## config.mk

```make
export PLATFORM = sky130hd
export DESIGN_NAME = page_fault_handler_flat
export DESIGN_NICKNAME = d
export VERILOG_FILES = /design/src/rtl/vm_pkg.sv /design/src/rtl/page_fault_handler_if.sv /design/src/rtl/page_fault_handler.sv /design/src/flat_wrapper.sv
export SDC_FILE = /design/constraint.sdc
export NUM_CORES = 1
export LEC_CHECK = 0
export BUFFER_PORTS_ARGS = -buffer_cell sky130_fd_sc_hd__buf_4
export CORE_MARGIN = 4
export CORE_UTILIZATION = 44
export CTS_CLUSTER_DIAMETER = 40
export DETAILED_ROUTE_END_ITERATION = 10
export PLACE_DENSITY = 0.73
export REMOVE_ABC_BUFFERS = 1
export SYNTH_ARGS = -nofsm -noshare
export SYNTH_HDL_FRONTEND = slang
export SYNTH_SLANG_ARGS = --single-unit
export TNS_END_PERCENT = 5
```

## constraint.sdc

```tcl
create_clock -name clk -period 4.6 [get_ports clk]
set_input_delay 0.46 -clock clk [delete_from_list [all_inputs] [get_ports clk]]
set_output_delay 0.46 -clock clk [all_outputs]
set_load 0.1 [all_outputs]
```

## src/rtl/vm_pkg.sv

```systemverilog
// Shared virtual-memory definitions: PTE layout, fault encodings, fault-handler
// FSM states and the PTE assembly helper.
package vm_pkg;

  localparam int PAGE_OFFSET_BITS = 12;

  localparam int PTE_V       = 0;
  localparam int PTE_R       = 1;
  localparam int PTE_W       = 2;
  localparam int PTE_X       = 3;
  localparam int PTE_U       = 4;
  localparam int PTE_PPN_LSB = 12;
  localparam int PTE_PPN_MSB = 31;

  typedef enum logic [1:0] {
    FT_NOT_PRESENT = 2'b00,
    FT_READ        = 2'b01,
    FT_WRITE       = 2'b10,
    FT_WRITE_ALT   = 2'b11
  } fault_type_t;

  typedef enum logic [2:0] {
    PF_IDLE,
    PF_ALLOC,
    PF_VICTIM,
    PF_EVICT,
    PF_LOAD,
    PF_RESPOND,
    PF_DRAIN
  } pf_state_t;

  // Freshly loaded pages are always valid and readable, never executable.
  function automatic logic [31:0] build_pte(input logic [19:0]  ppn,
                                            input fault_type_t  ft,
                                            input logic         user);
    logic [31:0] pte;
    pte                          = '0;
    pte[PTE_PPN_MSB:PTE_PPN_LSB] = ppn;
    pte[PTE_V]                   = 1'b1;
    pte[PTE_R]                   = 1'b1;
    pte[PTE_W]                   = (ft == FT_WRITE) || (ft == FT_WRITE_ALT);
    pte[PTE_X]                   = 1'b0;
    pte[PTE_U]                   = user;
    return pte;
  endfunction

endpackage

```

## src/rtl/page_fault_handler_if.sv

```systemverilog
// Bundle between the page-fault handler (master) and its environment: the VM
// controller, frame allocator, replacement unit and backing store (slave).
interface page_fault_handler_if
  import vm_pkg::*;
#(
  parameter int VA_WIDTH   = 32,
  parameter int FRAME_BITS = 8
) ();

  logic                               page_fault;
  logic [VA_WIDTH-1:0]                fault_addr;
  logic [1:0]                         fault_type;
  logic                               user_page;
  logic                               fault_handled;
  logic [31:0]                        new_pte;
  logic                               alloc_req;
  logic                               alloc_valid;
  logic [FRAME_BITS-1:0]              alloc_frame;
  logic                               out_of_memory;
  logic                               victim_req;
  logic                               victim_valid;
  logic [FRAME_BITS-1:0]              victim_frame;
  logic                               bs_req;
  logic                               bs_write;
  logic [FRAME_BITS-1:0]              bs_frame;
  logic [VA_WIDTH-PAGE_OFFSET_BITS-1:0] bs_vpn;
  logic                               bs_ack;
  logic                               busy;
  logic [31:0]                        handled_count;
  logic [31:0]                        evict_count;

  modport master (
    input  page_fault, fault_addr, fault_type, user_page,
    input  alloc_valid, alloc_frame, out_of_memory,
    input  victim_valid, victim_frame, bs_ack,
    output fault_handled, new_pte, alloc_req, victim_req,
    output bs_req, bs_write, bs_frame, bs_vpn,
    output busy, handled_count, evict_count
  );

  modport slave (
    output page_fault, fault_addr, fault_type, user_page,
    output alloc_valid, alloc_frame, out_of_memory,
    output victim_valid, victim_frame, bs_ack,
    input  fault_handled, new_pte, alloc_req, victim_req,
    input  bs_req, bs_write, bs_frame, bs_vpn,
    input  busy, handled_count, evict_count
  );

endinterface

```

## src/rtl/page_fault_handler.sv

```systemverilog
// Page-fault service FSM: obtains a frame (allocation or eviction), loads the
// page from backing store and returns the new PTE with a one-cycle pulse.
module page_fault_handler
  import vm_pkg::*;
#(
  parameter int VA_WIDTH   = 32,
  parameter int NUM_FRAMES = 256,
  parameter int FRAME_BITS = $clog2(NUM_FRAMES)
) (
  input logic                  clk,
  input logic                  rst_n,
  page_fault_handler_if.master bus
);

  localparam int VPN_BITS = VA_WIDTH - PAGE_OFFSET_BITS;

  pf_state_t             state_q, state_d;
  logic [VPN_BITS-1:0]   vpn_q;
  fault_type_t           type_q;
  logic                  user_q;
  logic [FRAME_BITS-1:0] frame_q;
  logic                  abort_q;
  logic [31:0]           handled_q;
  logic [31:0]           evict_q;
  logic                  abort_now;
  logic                  in_window;
  logic                  unused_addr_bits;

  assign unused_addr_bits = ^bus.fault_addr[PAGE_OFFSET_BITS-1:0];

  // The controller dropping page_fault anywhere from ALLOC to LOAD abandons the fault.
  assign in_window = (state_q == PF_ALLOC) || (state_q == PF_VICTIM) ||
                     (state_q == PF_EVICT) || (state_q == PF_LOAD);
  assign abort_now = abort_q || !bus.page_fault;

  // NOTE: combinational block assigns state_d first so no path leaves it unassigned (no latch).
  always_comb begin
    state_d = state_q;
    unique case (state_q)
      PF_IDLE:    if (bus.page_fault) state_d = PF_ALLOC;
      PF_ALLOC: begin
        if (!bus.page_fault)        state_d = PF_DRAIN;
        else if (bus.alloc_valid)   state_d = PF_LOAD;
        else if (bus.out_of_memory) state_d = PF_VICTIM;
      end
      PF_VICTIM: begin
        if (!bus.page_fault)        state_d = PF_DRAIN;
        else if (bus.victim_valid)  state_d = PF_EVICT;
      end
      PF_EVICT:   if (bus.bs_ack) state_d = abort_now ? PF_DRAIN : PF_LOAD;
      PF_LOAD:    if (bus.bs_ack) state_d = abort_now ? PF_DRAIN : PF_RESPOND;
      PF_RESPOND: state_d = PF_DRAIN;
      PF_DRAIN:   if (!bus.page_fault) state_d = PF_IDLE;
      default:    state_d = PF_IDLE;
    endcase
  end

  // NOTE: every register, including the latched fault context, is cleared by reset.
  always_ff @(posedge clk or negedge rst_n) begin
    if (!rst_n) begin
      state_q   <= PF_IDLE;
      vpn_q     <= '0;
      type_q    <= FT_NOT_PRESENT;
      user_q    <= 1'b0;
      frame_q   <= '0;
      abort_q   <= 1'b0;
      handled_q <= '0;
      evict_q   <= '0;
    end else begin
      // NOTE: sequential state uses non-blocking assignments only.
      state_q <= state_d;
      unique case (state_q)
        PF_IDLE: if (bus.page_fault) begin
          vpn_q  <= bus.fault_addr[VA_WIDTH-1:PAGE_OFFSET_BITS];
          type_q <= fault_type_t'(bus.fault_type);
          user_q <= bus.user_page;
        end
        PF_ALLOC:   if (bus.alloc_valid) frame_q <= bus.alloc_frame;
        PF_VICTIM:  if (state_d == PF_EVICT) begin
          frame_q <= bus.victim_frame;
          evict_q <= evict_q + 32'd1;
        end
        PF_RESPOND: handled_q <= handled_q + 32'd1;
        default: ;
      endcase
      if (state_q == PF_IDLE)                abort_q <= 1'b0;
      else if (in_window && !bus.page_fault) abort_q <= 1'b1;
    end
  end

  assign bus.alloc_req     = (state_q == PF_ALLOC);
  assign bus.victim_req    = (state_q == PF_VICTIM);
  assign bus.bs_req        = (state_q == PF_EVICT) || (state_q == PF_LOAD);
  assign bus.bs_write      = (state_q == PF_EVICT);
  assign bus.bs_frame      = bus.bs_req ? frame_q : '0;
  assign bus.bs_vpn        = (state_q == PF_LOAD) ? vpn_q : '0;
  assign bus.fault_handled = (state_q == PF_RESPOND);
  assign bus.new_pte       = (state_q == PF_RESPOND) ? build_pte(20'(frame_q), type_q, user_q) : '0;
  assign bus.busy          = (state_q != PF_IDLE);
  assign bus.handled_count = handled_q;
  assign bus.evict_count   = evict_q;

endmodule
```

## src/flat_wrapper.sv

```systemverilog
// flat-port wrapper written by rule: the top's interface ports become plain ports
module page_fault_handler_flat import vm_pkg::*;
#(
  parameter int VA_WIDTH   = 32,
  parameter int NUM_FRAMES = 256,
  parameter int FRAME_BITS = $clog2(NUM_FRAMES)
)
  (clk, rst_n, bus_page_fault, bus_fault_addr, bus_fault_type, bus_user_page, bus_alloc_valid, bus_alloc_frame, bus_out_of_memory, bus_victim_valid, bus_victim_frame, bus_bs_ack, bus_fault_handled, bus_new_pte, bus_alloc_req, bus_victim_req, bus_bs_req, bus_bs_write, bus_bs_frame, bus_bs_vpn, bus_busy, bus_handled_count, bus_evict_count);
  page_fault_handler_if #(.VA_WIDTH(VA_WIDTH), .FRAME_BITS(FRAME_BITS)) bus_i ();
  input logic clk;
  input logic rst_n;
  input wire logic [$bits(bus_i.page_fault)-1:0] bus_page_fault;
  input wire logic [$bits(bus_i.fault_addr)-1:0] bus_fault_addr;
  input wire logic [$bits(bus_i.fault_type)-1:0] bus_fault_type;
  input wire logic [$bits(bus_i.user_page)-1:0] bus_user_page;
  input wire logic [$bits(bus_i.alloc_valid)-1:0] bus_alloc_valid;
  input wire logic [$bits(bus_i.alloc_frame)-1:0] bus_alloc_frame;
  input wire logic [$bits(bus_i.out_of_memory)-1:0] bus_out_of_memory;
  input wire logic [$bits(bus_i.victim_valid)-1:0] bus_victim_valid;
  input wire logic [$bits(bus_i.victim_frame)-1:0] bus_victim_frame;
  input wire logic [$bits(bus_i.bs_ack)-1:0] bus_bs_ack;
  output wire logic [$bits(bus_i.fault_handled)-1:0] bus_fault_handled;
  output wire logic [$bits(bus_i.new_pte)-1:0] bus_new_pte;
  output wire logic [$bits(bus_i.alloc_req)-1:0] bus_alloc_req;
  output wire logic [$bits(bus_i.victim_req)-1:0] bus_victim_req;
  output wire logic [$bits(bus_i.bs_req)-1:0] bus_bs_req;
  output wire logic [$bits(bus_i.bs_write)-1:0] bus_bs_write;
  output wire logic [$bits(bus_i.bs_frame)-1:0] bus_bs_frame;
  output wire logic [$bits(bus_i.bs_vpn)-1:0] bus_bs_vpn;
  output wire logic [$bits(bus_i.busy)-1:0] bus_busy;
  output wire logic [$bits(bus_i.handled_count)-1:0] bus_handled_count;
  output wire logic [$bits(bus_i.evict_count)-1:0] bus_evict_count;
  assign bus_i.page_fault = bus_page_fault;
  assign bus_i.fault_addr = bus_fault_addr;
  assign bus_i.fault_type = bus_fault_type;
  assign bus_i.user_page = bus_user_page;
  assign bus_i.alloc_valid = bus_alloc_valid;
  assign bus_i.alloc_frame = bus_alloc_frame;
  assign bus_i.out_of_memory = bus_out_of_memory;
  assign bus_i.victim_valid = bus_victim_valid;
  assign bus_i.victim_frame = bus_victim_frame;
  assign bus_i.bs_ack = bus_bs_ack;
  assign bus_fault_handled = bus_i.fault_handled;
  assign bus_new_pte = bus_i.new_pte;
  assign bus_alloc_req = bus_i.alloc_req;
  assign bus_victim_req = bus_i.victim_req;
  assign bus_bs_req = bus_i.bs_req;
  assign bus_bs_write = bus_i.bs_write;
  assign bus_bs_frame = bus_i.bs_frame;
  assign bus_bs_vpn = bus_i.bs_vpn;
  assign bus_busy = bus_i.busy;
  assign bus_handled_count = bus_i.handled_count;
  assign bus_evict_count = bus_i.evict_count;
  page_fault_handler #(.VA_WIDTH(VA_WIDTH), .NUM_FRAMES(NUM_FRAMES), .FRAME_BITS(FRAME_BITS)) u_core (.clk(clk), .rst_n(rst_n), .bus(bus_i));
endmodule
```

==> results of run 1 <==
## per-layer routing
layer,track usage,share of wire
met2,0.2831,0.47
met5,0,0
met3,0.07533,0.10
met1,0.2238,0.41
met4,0.06250,0.015
## registers in the layout (all words and copies together), names as in the netlist
register	cells
u_core.bus.evict_count	32
u_core.vpn_q	20
u_core.user_q	1
u_core.type_q	1
u_core.bus.handled_count	32
u_core.state_q	3
u_core.frame_q	8
u_core.abort_q	1
## worst register-to-register path, delay by kind of cell (launching register included)
family           cells  cell delay (ns)
AND/OR/NAND/NOR      4             1.70
flip-flops           1             0.72
XOR/XNOR             1             0.16
## stage by stage
step	std cells	setup WS (ns)	total power, mW	hold slack, ns	utilization
5_1_grt	739	1.175	4.064	0.1181	0.5758
3_3_place_gp	723	1.888	3.326	0.4648	0.5590
3_5_place_dp	723	1.818	3.369	0.4818	0.5590
2_1_floorplan	427	0.1441	2.902	0.1644	-
4_1_cts	739	1.398	3.909	0.1039	0.5758
6_report	739	1.402	3.870	0.09647	0.5758
## cell families after synthesis
family,after synthesis
flops,98
buf+inv,47
other cells,1
fa+ha+maj,2
simple gates,177
compound gates,26
mux,32
xor+xnor,62
## cell usage after synthesis, types with 2 or more instances
| cell | number | area [µm²] |
|---|---|---|
| o21ai_0 | 4 | 20.02 |
| a21oi_1 | 16 | 80.08 |
| and4_1 | 10 | 87.58 |
| nand2b_1 | 2 | 12.51 |
| o22ai_1 | 3 | 18.77 |
| nand4b_1 | 3 | 26.28 |
| or3_1 | 2 | 12.51 |
| nor4_4 | 5 | 106.4 |
| xor2_1 | 15 | 131.4 |
| and3_1 | 9 | 56.30 |
| nor2_1 | 24 | 90.09 |
| mux2_2 | 24 | 270.3 |
| buf_4 | 25 | 187.7 |
| nor3_1 | 6 | 30.03 |
| clkbuf_1 | 6 | 22.52 |
| mux2i_1 | 8 | 80.08 |
| buf_2 | 5 | 25.02 |
| nand4_1 | 19 | 118.9 |
| dfrtp_1 | 98 | 2452 |
| nand3_1 | 24 | 120.1 |
| inv_1 | 9 | 33.78 |
| nand2_1 | 24 | 90.09 |
| ha_1 | 2 | 25.02 |
| and2_1 | 39 | 244.0 |
| xnor2_1 | 47 | 411.6 |
## area by class of cell
cell class	instances	area [µm²]
Clock buffer	15	176.4
Fill cell	940	4618
Clock inverter	1	7.507
Sequential cell	98	2452
Timing Repair Buffer	156	1171
Tap cell	140	175.2
Inverter	10	37.54
Multi-Input combinational cell	319	2250
## worst max-delay path by stage
stage / start / endpoint / slack (ns) / cells past startpoint
3_3_place_gp: u_core.state_q[2] / bus_bs_frame[1] / 1.89 / 5
3_5_place_dp: u_core.state_q[2] / bus_bs_frame[1] / 1.82 / 5
2_1_floorplan: u_core.state_q[0] / u_core.bus.handled_count[23] / 0.14 / 5
4_1_cts: u_core.state_q[2] / bus_bs_frame[1] / 1.40 / 5
5_1_grt: u_core.state_q[2] / bus_bs_frame[6] / 1.18 / 5
6_report: u_core.state_q[2] / bus_bs_frame[6] / 1.40 / 5
## where the power goes
part | internal [mW] | total [mW] | switching, mW
registers | 1.04 | 1.22 | 0.176
clock network | 0.242 | 0.532 | 0.290
logic | 0.511 | 2.12 | 1.61
total | 1.80 | 3.87 | 2.08
==> flow_summary.toml, run 1 <==
[outcome]
status = "finished clean"

[place]
dp_hpwl_um = 8414
gp_congestion = 0.7680
dpl_cell_area_um2 = 6086
port_buffers = 154

[finish]
synthToLayoutAreaGrowth_pct = 27.83
layout-drive-gt1-share = 0.3456
fin_area_um2 = 6270
num_antenna_cells = 0
layout_commonest_cell = "buf_4"
nNetsFinal = 654
mostFrequentLayoutCells = "156 x buf_4, 98 x dfrtp_1, 47 x xnor2_1"

[sta]
period_share = 0.6953
max_freq_ghz = 0.3127
fin_skew_ns = 0.01232
setup_viol = 0
period_needed_ns = 3.198
rsz0062_at_grt = "no"
tightest_slew_ns = 1.159
slew_headroom = 0.2274
hold_viol_final = 0
finalMaxSlewViolations = 0
fin_tns_setup_ns = 0

[route]
drc = 0
num_vias = 3707
avgRoutedWirePerCell_um = 15.17
drt-total-wl_um = 11210
ant_nets = 0
firstDrtPassIters = 4
drt-initial-drc-count = 194
routed_via_density = 5.016

[cts]
cts_buffer_depth = 2
post_cts_buffers = 0
clkSlewWorstSetupHoldPaths_ns = 0.09
cts_max_level = 3
cts_tree = "built"
cts_hold_buf = 0
cts_buffers = 9
cts_root_buffer = "clkbuf_8"
clock_latency_ns = 0.37
cts_resized = 0
clkSinkCount = 98

[synthesis]
synthAdderAreaFrac = 0.005102
synth_seq_cells = 98
synthFlopType = "dfrtp_1"
netlist_area_um2 = 4905
synth-simple-area-share = 0.2253
synth_xor_area_frac = 0.1107
ys_seq_area_frac = 0.5000
muxShareOfSynthArea = 0.07143
syn_area_per_cell_um2 = 11.02
synth-compound-area-share = 0.02883
ys_types = 41
synth_cells = 445
synth_top_family_by_area = "simple AND/OR/NAND/NOR gates"
synth_async_sr_flop_share = 1.000
yosysWarnings = 0
synth_edf_count = 0

[floorplanning]
std_cell_rows = 38
die_h_um = 113.6
io_pins = 188
die_area_um2 = 12900
start_util = 0.4505
die_w_um = 113.6
core_um2 = 10890

[critical_path]
crit_family = "simple AND/OR/NAND/NOR gates"
cp_cell_sequence = "inv_2 > nor3_2 > or2_2 > and2_1 > buf_4"
start_kind = "flip-flop"
path_max_fanout = 22
arrival_ns = 2.74
required_ns = 4.14
critical_path_class = "flip-flop to output pin"
r2r_end = "u_core.bus.handled_count[23]"
max_stage_delay_ns = 0.83
rr_startpoint = "u_core.state_q[0]"
slowest_stage = "nor3_2"
path_buf_inv = 2
rr_worst_depth = 5
endpoint_kind = "output pin"
r2r_setup_slack_ns = 1.91

[global_route]
antenna_found_initial = 0
grt_pass1_wl_um = 18660
grt_pass1_vias = 3843
grt_usage = 0.1800
gr-total-overflow = 0
grt_start_max_net_pins = 52

[power_and_ir_drop]
ir_drop_uv = 618.1
power.density_nw_per_um2 = 617.3
p_leak_nw = 3.092

[worst_hold_path]
hold_path.class = "input pin to asynchronous set/reset pin"

[flow_run]
maxCapViolations = 0
Note: power is estimated with default switching activity, not from simulation.
==> run 2: changes to the inputs <==
--- a/config.mk
+++ b/config.mk
@@ -5,6 +5,7 @@
 export SDC_FILE = /design/constraint.sdc
 export NUM_CORES = 1
 export LEC_CHECK = 0
+export ABC_AREA = 1
 export BUFFER_PORTS_ARGS = -buffer_cell sky130_fd_sc_hd__buf_4
 export CORE_MARGIN = 4
 export CORE_UTILIZATION = 44
==> constraint.sdc (replaced) <==
create_clock -name clk -period 2.9 [get_ports clk]
set_input_delay 0.29 -clock clk [delete_from_list [all_inputs] [get_ports clk]]
set_output_delay 0.29 -clock clk [all_outputs]
set_load 0.1 [all_outputs]
==> flow_summary.toml, run 2 <==
[outcome]
status = "finished with violations"
violations = "negative hold slack"

[cts]
cts_hold_buf = 0
cts_root_buffer = "clkbuf_16"
clkSinkCount = 98
cts_resized = 0
cts_max_level = 3
cts_buffers = 9
post_cts_buffers = 0
clkSlewWorstSetupHoldPaths_ns = 0.07
clock_latency_ns = 0.35
cts_tree = "built"
cts_buffer_depth = 2

[route]
avgRoutedWirePerCell_um = 12.81
drt-total-wl_um = 15980
drt-initial-drc-count = 399
routed_via_density = 4.781
ant_nets = 0
drc = 0
num_vias = 5962
firstDrtPassIters = 5

[finish]
layout-drive-gt1-share = 0.1849
mostFrequentLayoutCells = "371 x nand2_1, 173 x nor2_1, 156 x buf_4"
layout_commonest_cell = "nand2_1"
fillers = 1333
synthToLayoutAreaGrowth_pct = 25.15
multi_input_area_um2 = 3069
seq_area_um2 = 2452
num_antenna_cells = 0
nNetsFinal = 1126
fin_cells = 1247

[sta]
slew_headroom = 0.4681
max_freq_ghz = 0.4346
tightest_slew_ns = 0.7979
fin_hold_ws_ns = -0.002487
finalMaxSlewViolations = 0
setup_viol = 0
fin_skew_ns = 0.007376
period_share = 0.7934
period_needed_ns = 2.301
hold_viol_final = 1
fin_ws_ns = 0.5992
rsz0062_at_grt = "no"

[power_and_ir_drop]
p_leak_nw = 3.987
p_sw_mw = 3.461
p_clk_frac = 0.194
p_int_mw = 2.984
power.density_nw_per_um2 = 848.4
p_sw_frac = 0.5370
seqPwrFrac = 0.282
power_frac_comb = 0.524
ir_drop_uv = 822.7

[critical_path]
r2r_setup_slack_ns = 1.04
critical_path_class = "flip-flop to output pin"
rr_startpoint = "u_core.state_q[0]"
rr_worst_depth = 6
path_max_fanout = 22
arrival_ns = 2.01
r2r_end = "u_core.vpn_q[4]"
start_kind = "flip-flop"
endpoint_kind = "output pin"
required_ns = 2.61

[global_route]
grt_usage = 0.2045
antenna_found_initial = 0
gr-total-overflow = 0
grt_start_max_net_pins = 60
grt_pass1_wl_um = 26880
grt_pass1_vias = 5671

[synthesis]
syn_area_per_cell_um2 = 6.619
synth_area_leaders = "dfrtp_1 40%, nand2_1 23%, nor2_1 11%"
ys_types = 31
synthFlopType = "dfrtp_1"
yosys.area.top_type = "dfrtp_1"
synth.most_common_cell = "nand2_1"
synth.top_cell.area_share = 0.4040
ys_top_cells_by_count = "371 x nand2_1, 173 x nor2_1, 98 x dfrtp_1"
netlist_area_um2 = 6070
synth_edf_count = 0
ys_seq_area_frac = 0.4040
synth_seq_cells = 98
synth_cells = 917
synth_async_sr_flop_share = 1.000
yosysWarnings = 0

[flow_run]
maxCapViolations = 0

[place]
pre_cts_ws_ns = 0.9961
dp_cells = 1231
dp_hpwl_um = 11900
gp_congestion = 0.8919
port_buffers = 154

[floorplanning]
die_w_um = 125.5
core_um2 = 13400
io_pins = 188
std_cell_rows = 42
die_area_um2 = 15740
start_util = 0.4529
die_h_um = 125.5

[worst_hold_path]
hold_path.class = "input pin to asynchronous set/reset pin"
run 2: changes by cell type after synthesis, moves of 9 or more:
cell     before  now
xnor2_1      47    6
nand2_1      24  371
nor2_1       24  173
inv_1         9   86
and3_1        9    0
a21oi_1      16   25
and4_1       10    0
and2_1       39    0
mux2_2       24    0
nand4_1      19    6
xor2_1       15   24
nand3_1      24   48
run 2: layout make-up:
cell class | instances | share of cell area
multi-input cells | 706 | 0.4041
flip-flops and latches | 98 | 0.3228
repair buffers | 157 | 0.1568
inverters | 94 | 0.04711
clock buffers | 11 | 0.03196
well taps | 176 | 0.02899
clock inverters | 5 | 0.008236
run 2: worst max path at each step:
stage | from | endpoint | slack [ns] | depth (start not counted)
after floorplan | u_core.state_q[1] | bus_bs_frame[0] | -0.62 | 5
after global placement | u_core.state_q[0] | bus_bs_frame[4] | 1.03 | 7
after detailed placement | u_core.state_q[0] | bus_bs_frame[4] | 1.0 | 7
after CTS | u_core.state_q[0] | bus_bs_frame[4] | 0.61 | 7
after global routing | u_core.state_q[0] | bus_bs_frame[4] | 0.48 | 7
final | u_core.state_q[0] | bus_bs_frame[4] | 0.60 | 7
run 2: power by group through the flow:
stage	logic (mW)	clock network, mW	registers, mW
6_report	3.38	1.25	1.82
5_1_grt	3.59	1.34	1.86
2_1_floorplan	2.36	0	2.14
4_1_cts	3.41	1.29	1.82
3_3_place_gp	3.37	0	1.83
3_5_place_dp	3.40	0	1.84
run 2: stage by stage:
step,area [µm²],power (mW),util,TNS (ns)
floorplan,5879,4.495,-,-12.32
global placement,7291,5.203,0.5441,0
detailed placement,7291,5.239,0.5441,0
CTS,7596,6.508,0.5669,0
global route,7596,6.785,0.5669,0
finish,7596,6.445,0.5669,0
run 2: logic make-up after synthesis:
family,after synthesis,synth area share
buffers and inverters,132,0.1020
XOR/XNOR,30,0.04329
other,1,0.0006178
flip-flops,98,0.4040
AND/OR/NAND/NOR,624,0.4201
adder cells (fa/ha/maj),2,0.004122
AO/OA/AOI/OAI,30,0.02577
run 2: metal layers:
metal | track usage | part of all wire | vias up
li1 | - | - | 3032
met1 | 0.2657 | 0.44 | 2735
met2 | 0.3339 | 0.47 | 179
met3 | 0.06141 | 0.077 | 16
met4 | 0.05421 | 0.013 | 0
met5 | 0 | 0 | -
run 2: critical path, cell delays in order, from the launching register on:
cell and delay (ns):
dfrtp_1 0.47, nor2_1 0.21, nand2_1 0.07, buf_4 0.21, nand2_1 0.14, inv_2 0.11, nor2_1 0.13, buf_4 0.31
